<file path="config.mk">
export PLATFORM = sky130hd
export DESIGN_NAME = run_ctrl
export DESIGN_NICKNAME = d
export VERILOG_FILES = /design/src/rtl/run_ctrl_pkg.sv /design/src/rtl/start_edge.sv /design/src/rtl/run_ctrl.sv
export SDC_FILE = /design/constraint.sdc
export NUM_CORES = 1
export LEC_CHECK = 0
export CAP_MARGIN = 30
export CORE_UTILIZATION = 42
export CTS_CLUSTER_SIZE = 16
export DETAILED_ROUTE_END_ITERATION = 8
export GPL_TIMING_DRIVEN = 0
export PLACE_DENSITY = 0.75
export SKIP_LAST_GASP = 1
export SLEW_MARGIN = 0
export SYNTH_ARGS = -nofsm -noshare
export SYNTH_HDL_FRONTEND = slang
export SYNTH_HIERARCHICAL = 1
export SYNTH_SLANG_ARGS = --single-unit
</file>
<file path="constraint.sdc">
create_clock -name Clk -period 1.7 [get_ports Clk]
set_clock_uncertainty 0.15 [all_clocks]
set_input_delay 0.34 -clock Clk [delete_from_list [all_inputs] [get_ports Clk]]
set_output_delay 0.34 -clock Clk [all_outputs]
set_load 0.005 [all_outputs]
</file>
<file path="src/rtl/run_ctrl_pkg.sv">
// run_ctrl_pkg: shared definitions for the run controller.
//   state_t    - controller FSM states
//   CNT_W      - width of the RUN cycle counter
//   BASE_ADDR  - program base addresses, program 1..3 in order
//   base_for() - base address for a 1-based program number
package run_ctrl_pkg;

    typedef enum logic [2:0] {
        S_IDLE  = 3'd0,
        S_ARMED = 3'd1,
        S_LOAD  = 3'd2,
        S_RUN   = 3'd3,
        S_DONE  = 3'd4
    } state_t;

    localparam int CNT_W     = 16;
    localparam int NPROG_MAX = 3;

    localparam int BASE_ADDR [NPROG_MAX] = '{0, 100, 200};

    // Program numbers are 1-based because ProgIdx is already incremented
    // by the time the LOAD state issues the address.
    function automatic int base_for(input logic [1:0] prog_num);
        case (prog_num)
            2'd1:    return BASE_ADDR[0];
            2'd2:    return BASE_ADDR[1];
            2'd3:    return BASE_ADDR[2];
            default: return 0;
        endcase
    endfunction

endpackage

</file>
<file path="src/rtl/start_edge.sv">
// start_edge: registers the Start request once and reports its edges.
//   clk  - clock, rising edge
//   rst  - synchronous active-high reset (clears the registered copy)
//   din  - raw request level
//   rise - din high now, low last cycle
//   fall - din low now, high last cycle
module start_edge (
    input  logic clk,
    input  logic rst,
    input  logic din,
    output logic rise,
    output logic fall
);

    logic din_q;
    logic din_d;

    always_comb begin
        din_d = din;
    end

    always_ff @(posedge clk) begin
        if (rst) begin
            din_q <= 1'b0;
        end else begin
            din_q <= din_d;
        end
    end

    assign rise = din & ~din_q;
    assign fall = ~din & din_q;

endmodule

</file>
<file path="src/rtl/run_ctrl.sv">
// run_ctrl: sequences a series of test programs on a small CPU.
//   Clk, Reset - clock and synchronous active-high reset
//   Start      - request level from the bench; one pulse per program
//   Halt       - decoded halt instruction, only honoured in RUN
//   PcLoad     - one-cycle PC load strobe (LOAD state only)
//   PcLoadVal  - base address of the program being loaded, 0 otherwise
//   PcEn       - PC may advance (RUN state only)
//   Ack        - current program finished (DONE state)
//   ProgIdx    - programs accepted since reset, saturates at NPROG
//   CycleCnt   - RUN cycles of the current/last program, saturating
//   dbg_state  - current FSM state
// Handshake: a Start rise in IDLE/DONE arms the next program, the
// following Start fall launches it; Ack stays high until the next
// accepted rise. All outputs decode from registered state only.
module run_ctrl
    import run_ctrl_pkg::*;
#(
    parameter int A     = 10,
    parameter int NPROG = 3
) (
    input  logic             Clk,
    input  logic             Reset,
    input  logic             Start,
    input  logic             Halt,
    output logic             PcLoad,
    output logic [A-1:0]     PcLoadVal,
    output logic             PcEn,
    output logic             Ack,
    output logic [1:0]       ProgIdx,
    output logic [CNT_W-1:0] CycleCnt,
    output state_t           dbg_state
);

    localparam logic [1:0] NPROG_L = 2'(NPROG);

    logic rise;
    logic fall;

    state_t           state_q, state_d;
    logic [1:0]       prog_idx_q, prog_idx_d;
    logic [CNT_W-1:0] cnt_q, cnt_d;

    start_edge u_start_edge (
        .clk  (Clk),
        .rst  (Reset),
        .din  (Start),
        .rise (rise),
        .fall (fall)
    );

    always_ff @(posedge Clk) begin
        if (Reset) begin
            state_q    <= S_IDLE;
            prog_idx_q <= 2'd0;
            cnt_q      <= '0;
        end else begin
            state_q    <= state_d;
            prog_idx_q <= prog_idx_d;
            cnt_q      <= cnt_d;
        end
    end

    always_comb begin
        state_d    = state_q;
        prog_idx_d = prog_idx_q;
        cnt_d      = cnt_q;
        case (state_q)
            S_IDLE, S_DONE: begin
                // A rise past the last program is dropped without a trace.
                if (rise && (prog_idx_q < NPROG_L)) begin
                    state_d    = S_ARMED;
                    prog_idx_d = prog_idx_q + 2'd1;
                end
            end
            S_ARMED: begin
                // Clearing here makes CycleCnt read 0 during LOAD.
                if (fall) begin
                    state_d = S_LOAD;
                    cnt_d   = '0;
                end
            end
            S_LOAD: begin
                state_d = S_RUN;
            end
            S_RUN: begin
                if (cnt_q != {CNT_W{1'b1}}) begin
                    cnt_d = cnt_q + CNT_W'(1);
                end
                // Halt wins over any Start edge in the same cycle.
                if (Halt) begin
                    state_d = S_DONE;
                end
            end
            default: begin
                state_d = S_IDLE;
            end
        endcase
    end

    assign PcLoad    = (state_q == S_LOAD);
    assign PcLoadVal = (state_q == S_LOAD) ? A'(base_for(prog_idx_q)) : '0;
    assign PcEn      = (state_q == S_RUN);
    assign Ack       = (state_q == S_DONE);
    assign ProgIdx   = prog_idx_q;
    assign CycleCnt  = cnt_q;
    assign dbg_state = state_q;

endmodule

</file>
# Yosys cells after proc, flatten, opt, wreduce, memory -nomap -nowiden
# Cells that the tools add are included.
# word_totals
register_bits	22
latchBits	0
ramBits	0
rom_bits	0
input_bits	4
word_cells	38
memories	0
# op_classes
add_sub_neg	2
multipliers	0
n_div	0
n_lt_le_gt_ge	1
n_eq_ne	11
n_shift	0
mux	9
bitwise	4
reduce_logical	7
# op_table
cell	count
$mux 16	2
$pmux 16 s2	1
$add 16x1->16 const B	1
$ne 16x16->1 const B	1
$pmux 8 s2	1
$pmux 3 s4	1
$mux 10	1
$mux 3	3
$eq 3x2->1 const B	2
$ne 2x2->1 const B	3
$reduce_and 3->1	2
$eq 2x2->1 const B	2
$eq 3x1->1 const B	1
$eq 3x3->1 const B	1
$logic_not 3->1	1
$add 2x1->2 const B	1
$and 1x1->1	2
$lt 2x2->1 const B	1
$ne 2x1->1 const B	1
$not 1->1	2
$reduce_and 2->1	1
$reduce_bool 2->1	1
$reduce_or 2->1	1
$logic_and 1x1->1	1

# Longest topological paths before layout
# logic_depth
word_depth	5
ltp_mapped	7
mapped_depth_nobuf	6

# By module
# The synthesis kept the hierarchy.
# by_module_without_submodules
mod	n_inst	cells_each	area_each_um2
run_ctrl	1	153	1277.5
start_edge	1	4	38.8

# Worst setup path after synthesis
# Ideal clock, no wire load.
# synth_timing
kind	register to register
start	register cnt_q[0], in the netlist CycleCnt[0]
end	register cnt_q[3], in the netlist CycleCnt[3]
setup_ps	75
arrival_ps	1599
required_time_ps	1475
path_slack_ps	-124
path_stages_with_launch	8
n_path_buf	1
synth_period_minus_slack_ps	1824
path_cell_list	dfxtp_1 -> ha_1 -> and2_1 -> clkbuf_1 -> nand4_2 -> nor2_2 -> or4_1 -> a31oi_1
# synth_via
elab_chain_cells	3
word_cells_on_any_way	6
classes_between	add/sub: 1; eq/ne: 2; mux: 2; reduce/logical: 1
# synth_lines
element	line	text
start, declared	run_ctrl.sv:41	logic [CNT_W-1:0] cnt_q, cnt_d;
start signal, assigned	run_ctrl.sv:59	cnt_q <= cnt_d;
$add 16x1->16 / $ne 16x16->1 (equally long branches)	run_ctrl.sv:87, run_ctrl.sv:86	
$mux 16 / $ne 2x1->1 (equally long branches)	--	
$pmux 16 s2 / $reduce_and 3->1 (equally long branches)	--	
# Parallel ways exist; a longest one is shown, timed or not. The select of a mux whose other input is x is not followed.
# A chain may end at the register's enable or synchronous reset.

# Worst setup path after layout
# layout_timing
start	register state_q[1], in the netlist dbg_state[1]
end	register cnt_q[13], in the netlist CycleCnt[13]
# layout_via
elab_chain_cells	3
word_cells_on_any_way	7
classes_between	eq/ne: 4; mux: 1; reduce/logical: 2
# layout_lines
element	line	text
start, declared	run_ctrl.sv:39	state_t state_q, state_d;
start signal, assigned	run_ctrl.sv:57	state_q <= state_d;
$eq 3x2->1 / $eq 3x1->1 (equally long branches)	run_ctrl.sv:67	case (state_q)
$ne 2x1->1 (no line) (tied with other cells)	--	
$reduce_and 3->1 (no line)	--	
# Parallel ways exist; a longest one is shown, timed or not.

==> impl_metrics.tcl <==
set metrics [dict create \
    clock_latency_ns 0.33 \
    tritoncts "done" \
    rows 19 \
    final_core_util 0.8338 \
    crit_type "reg2reg" \
    holdPathEnd "u_start_edge/din_q" \
    pre_cts_ws_ns -0.5678 \
    grt_overflow_total 0 \
    yosys.area.top_type "dfxtp_1" \
    ys_seq_elements 22 \
    synth.cell_area_sq_mm 0.001316 \
    synth.most_common_cell "dfxtp_1" \
    wl_per_cell_microns 18.75 \
    drv_slew 0 \
    drtIter0Drc 168 \
    rrSetupSlack_ns -0.29 \
    cts_root_buffer "clkbuf_4" \
    die_area_sq_mm 0.003362 \
    nFillCells 150 \
    fin_setup_tns_ns -4.605 \
    met2_usage 0.5008 \
    min-delay-start "Start" \
    rr_endpoint "CycleCnt[13]" \
    grt_max_degree 13 \
    clock-sinks 22 \
    post-route-drc-count 0 \
    ant_nets 0 \
    htree_levels 1 \
    worstPathRequired_ns 1.84 \
    sw_frac_of_total 0.2756 \
    r2r_start "dbg_state[1]" \
    port_buffers 32 \
    met3_usage 0.06250 \
    use_met1 0.3347 \
    clock_power_share 0.304 \
    end_kind "flip-flop" \
    path_buf_inv 3 \
    gp_congestion 0.8698 \
    yosysWarnings 6 \
    setup_viol 24 \
    die_y_microns 57.98 \
    fin_ws_ns -0.2942 \
    fin_crit_ns 1.994 \
    slowest_delay_ns 0.49 \
    cts_buffers 3 \
    p_int_mw 0.7316 \
    finalCritPeriodShare 1.173 \
    area_growth_pct 80.70 \
    dr.pass1.iters 4 \
    startpoint_type "flip-flop" \
    total_power_mw 1.010 \
    max_freq_mhz 501.5 \
    synth_top_area_frac 0.3346 \
    cp_max_fo 5 \
    post-route-cell-area_sq_mm 0.002379 \
    fin_cells 276 \
    combPwrFrac 0.181 \
    yosysSeqAreaShare 0.3346 \
    fin_nets 254 \
    grt_pass1_wl_mm 7.245 \
    cp_slowest_cell "or4_1" \
    core_area_sq_mm 0.002853 \
    cp_top_family "simple AND/OR/NAND/NOR gates" \
    io_pins 38 \
    synth_top_cells_by_count "dfxtp_1, nor2_1, a21oi_1, nand2_1, nand3_1" \
    avgSynthCellArea_sq_um 8.384 \
    outcome "complete, but fails checks" \
    die_w_microns 57.98 \
    path_cells "buf_6, buf_4, buf_6, nor2_4, nor2_4, a21o_4, or4_1, nand2_1" \
    dp_cells 224 \
    hold_path.class "in2reg" \
    synth_flop_cell "dfxtp_1" \
    reg2reg_depth 8 \
    maxCapViolCount 0 \
    seq_power_share 0.515 \
    p_leak_nw 1.319 \
    violations "setup timing" \
    hold_viol 0 \
    grt_pass1_vias 1567 \
    grt_use_total 0.2826 \
    power.density_mw_per_mm2 424.6 \
    whs_ns 0.3071 \
    min_path_cells 2 \
    holdBufCountCts 0 \
    drive_above_1_share 0.5184 \
    num_vias 1658 \
    arrival_ns 2.13 \
    dp_hpwl_mm 2.356 \
    placed_area_sq_mm 0.001738 \
    start_util 0.4614 \
    vdd_drop_max_v 0.0003485 \
    synthArstFlopShare 0 \
    grt_busiest_layer "met2" \
    p_switching_mw 0.2784 \
    antenna_cells 0 \
    cts.clk_slew.worst_paths_ns 0.15 \
    antenna_found_initial 0 \
    synth_edf_count 0 \
    synthCells 157 \
    synth_cell_types 45 \
    vias_per_cell 6.007 \
    rsz0062_at_grt "yes" \
    routed_wirelength_mm 5.176 \
    yosys-top-cells-area "dfxtp_1, buf_4, nor2_1, a21oi_1, ha_1" \
    cts_buffer_depth 2 \
]
[power by group through the flow]
stage / registers (mW) / logic, mW / clock network (mW)
2_1_floorplan: 0.553 / 0.0699 / 0
4_1_cts: 0.521 / 0.160 / 0.301
6_report: 0.520 / 0.182 / 0.307
5_1_grt: 0.522 / 0.196 / 0.327
3_5_place_dp: 0.554 / 0.114 / 0
3_3_place_gp: 0.553 / 0.111 / 0
[cells by family after synthesis]
family / after synthesis / synth area share
buffers and inverters: 15 / 0.06368
muxes: 1 / 0.007605
AOI/OAI and AO/OA: 32 / 0.1578
DFF: 22 / 0.3346
and+or+nand+nor: 81 / 0.3888
other: 1 / 0.002849
xor gates and xnor gates: 1 / 0.006655
adders and majority gates: 4 / 0.03802
[worst max-delay path by stage]
stage,startpoint,end,depth (start not counted)
3_5_place_dp,Start,CycleCnt[13],7
6_report,dbg_state[1],CycleCnt[13],8
5_1_grt,dbg_state[1],CycleCnt[13],8
3_3_place_gp,Start,CycleCnt[13],7
2_1_floorplan,dbg_state[1],CycleCnt[13],5
4_1_cts,dbg_state[1],PcLoadVal[7],6
[placed cells by master, fill, tap and decap left out, types with 7 or more instances in the layout]
cell type	n
nor2_1	11
buf_6	12
dfxtp_4	16
nand2_1	10
dlygate4sd2_1	7
nand4_1	7
buf_4	48
a21oi_1	7
nand3_1	9
dlymetal6s2s_1	15
[area by class of cell]
cell class | instances | area, sq um | area share
Multi-Input combinational cell | 124 | 973.4 | 0.4093
Inverter | 4 | 15.01 | 0.006312
Sequential cell | 22 | 506.7 | 0.2130
Timing Repair Buffer | 81 | 721.9 | 0.3035
Clock buffer | 4 | 36.28 | 0.01526
Tap cell | 31 | 38.79 | 0.01631
Buffer | 10 | 86.33 | 0.03630
[per-layer routing]
metal  wire (microns)  share of wire
met1             2011           0.39
met2             2541           0.49
met3              449          0.087
met4              173          0.033
met5                0              0
[repair_timing]
action | CTS | global route
setup endpoints to repair | 45 | 41
resized for setup | 100 | 33
pin swaps | 17 | 18
buffers inserted | 41 | 10
[sequential cells by signal (all words and copies together) (netlist names)]
signal	flops
CycleCnt	16
dbg_state	3
ProgIdx	2
u_start_edge/din_q	1
Power figures use the tool's default switching activity.
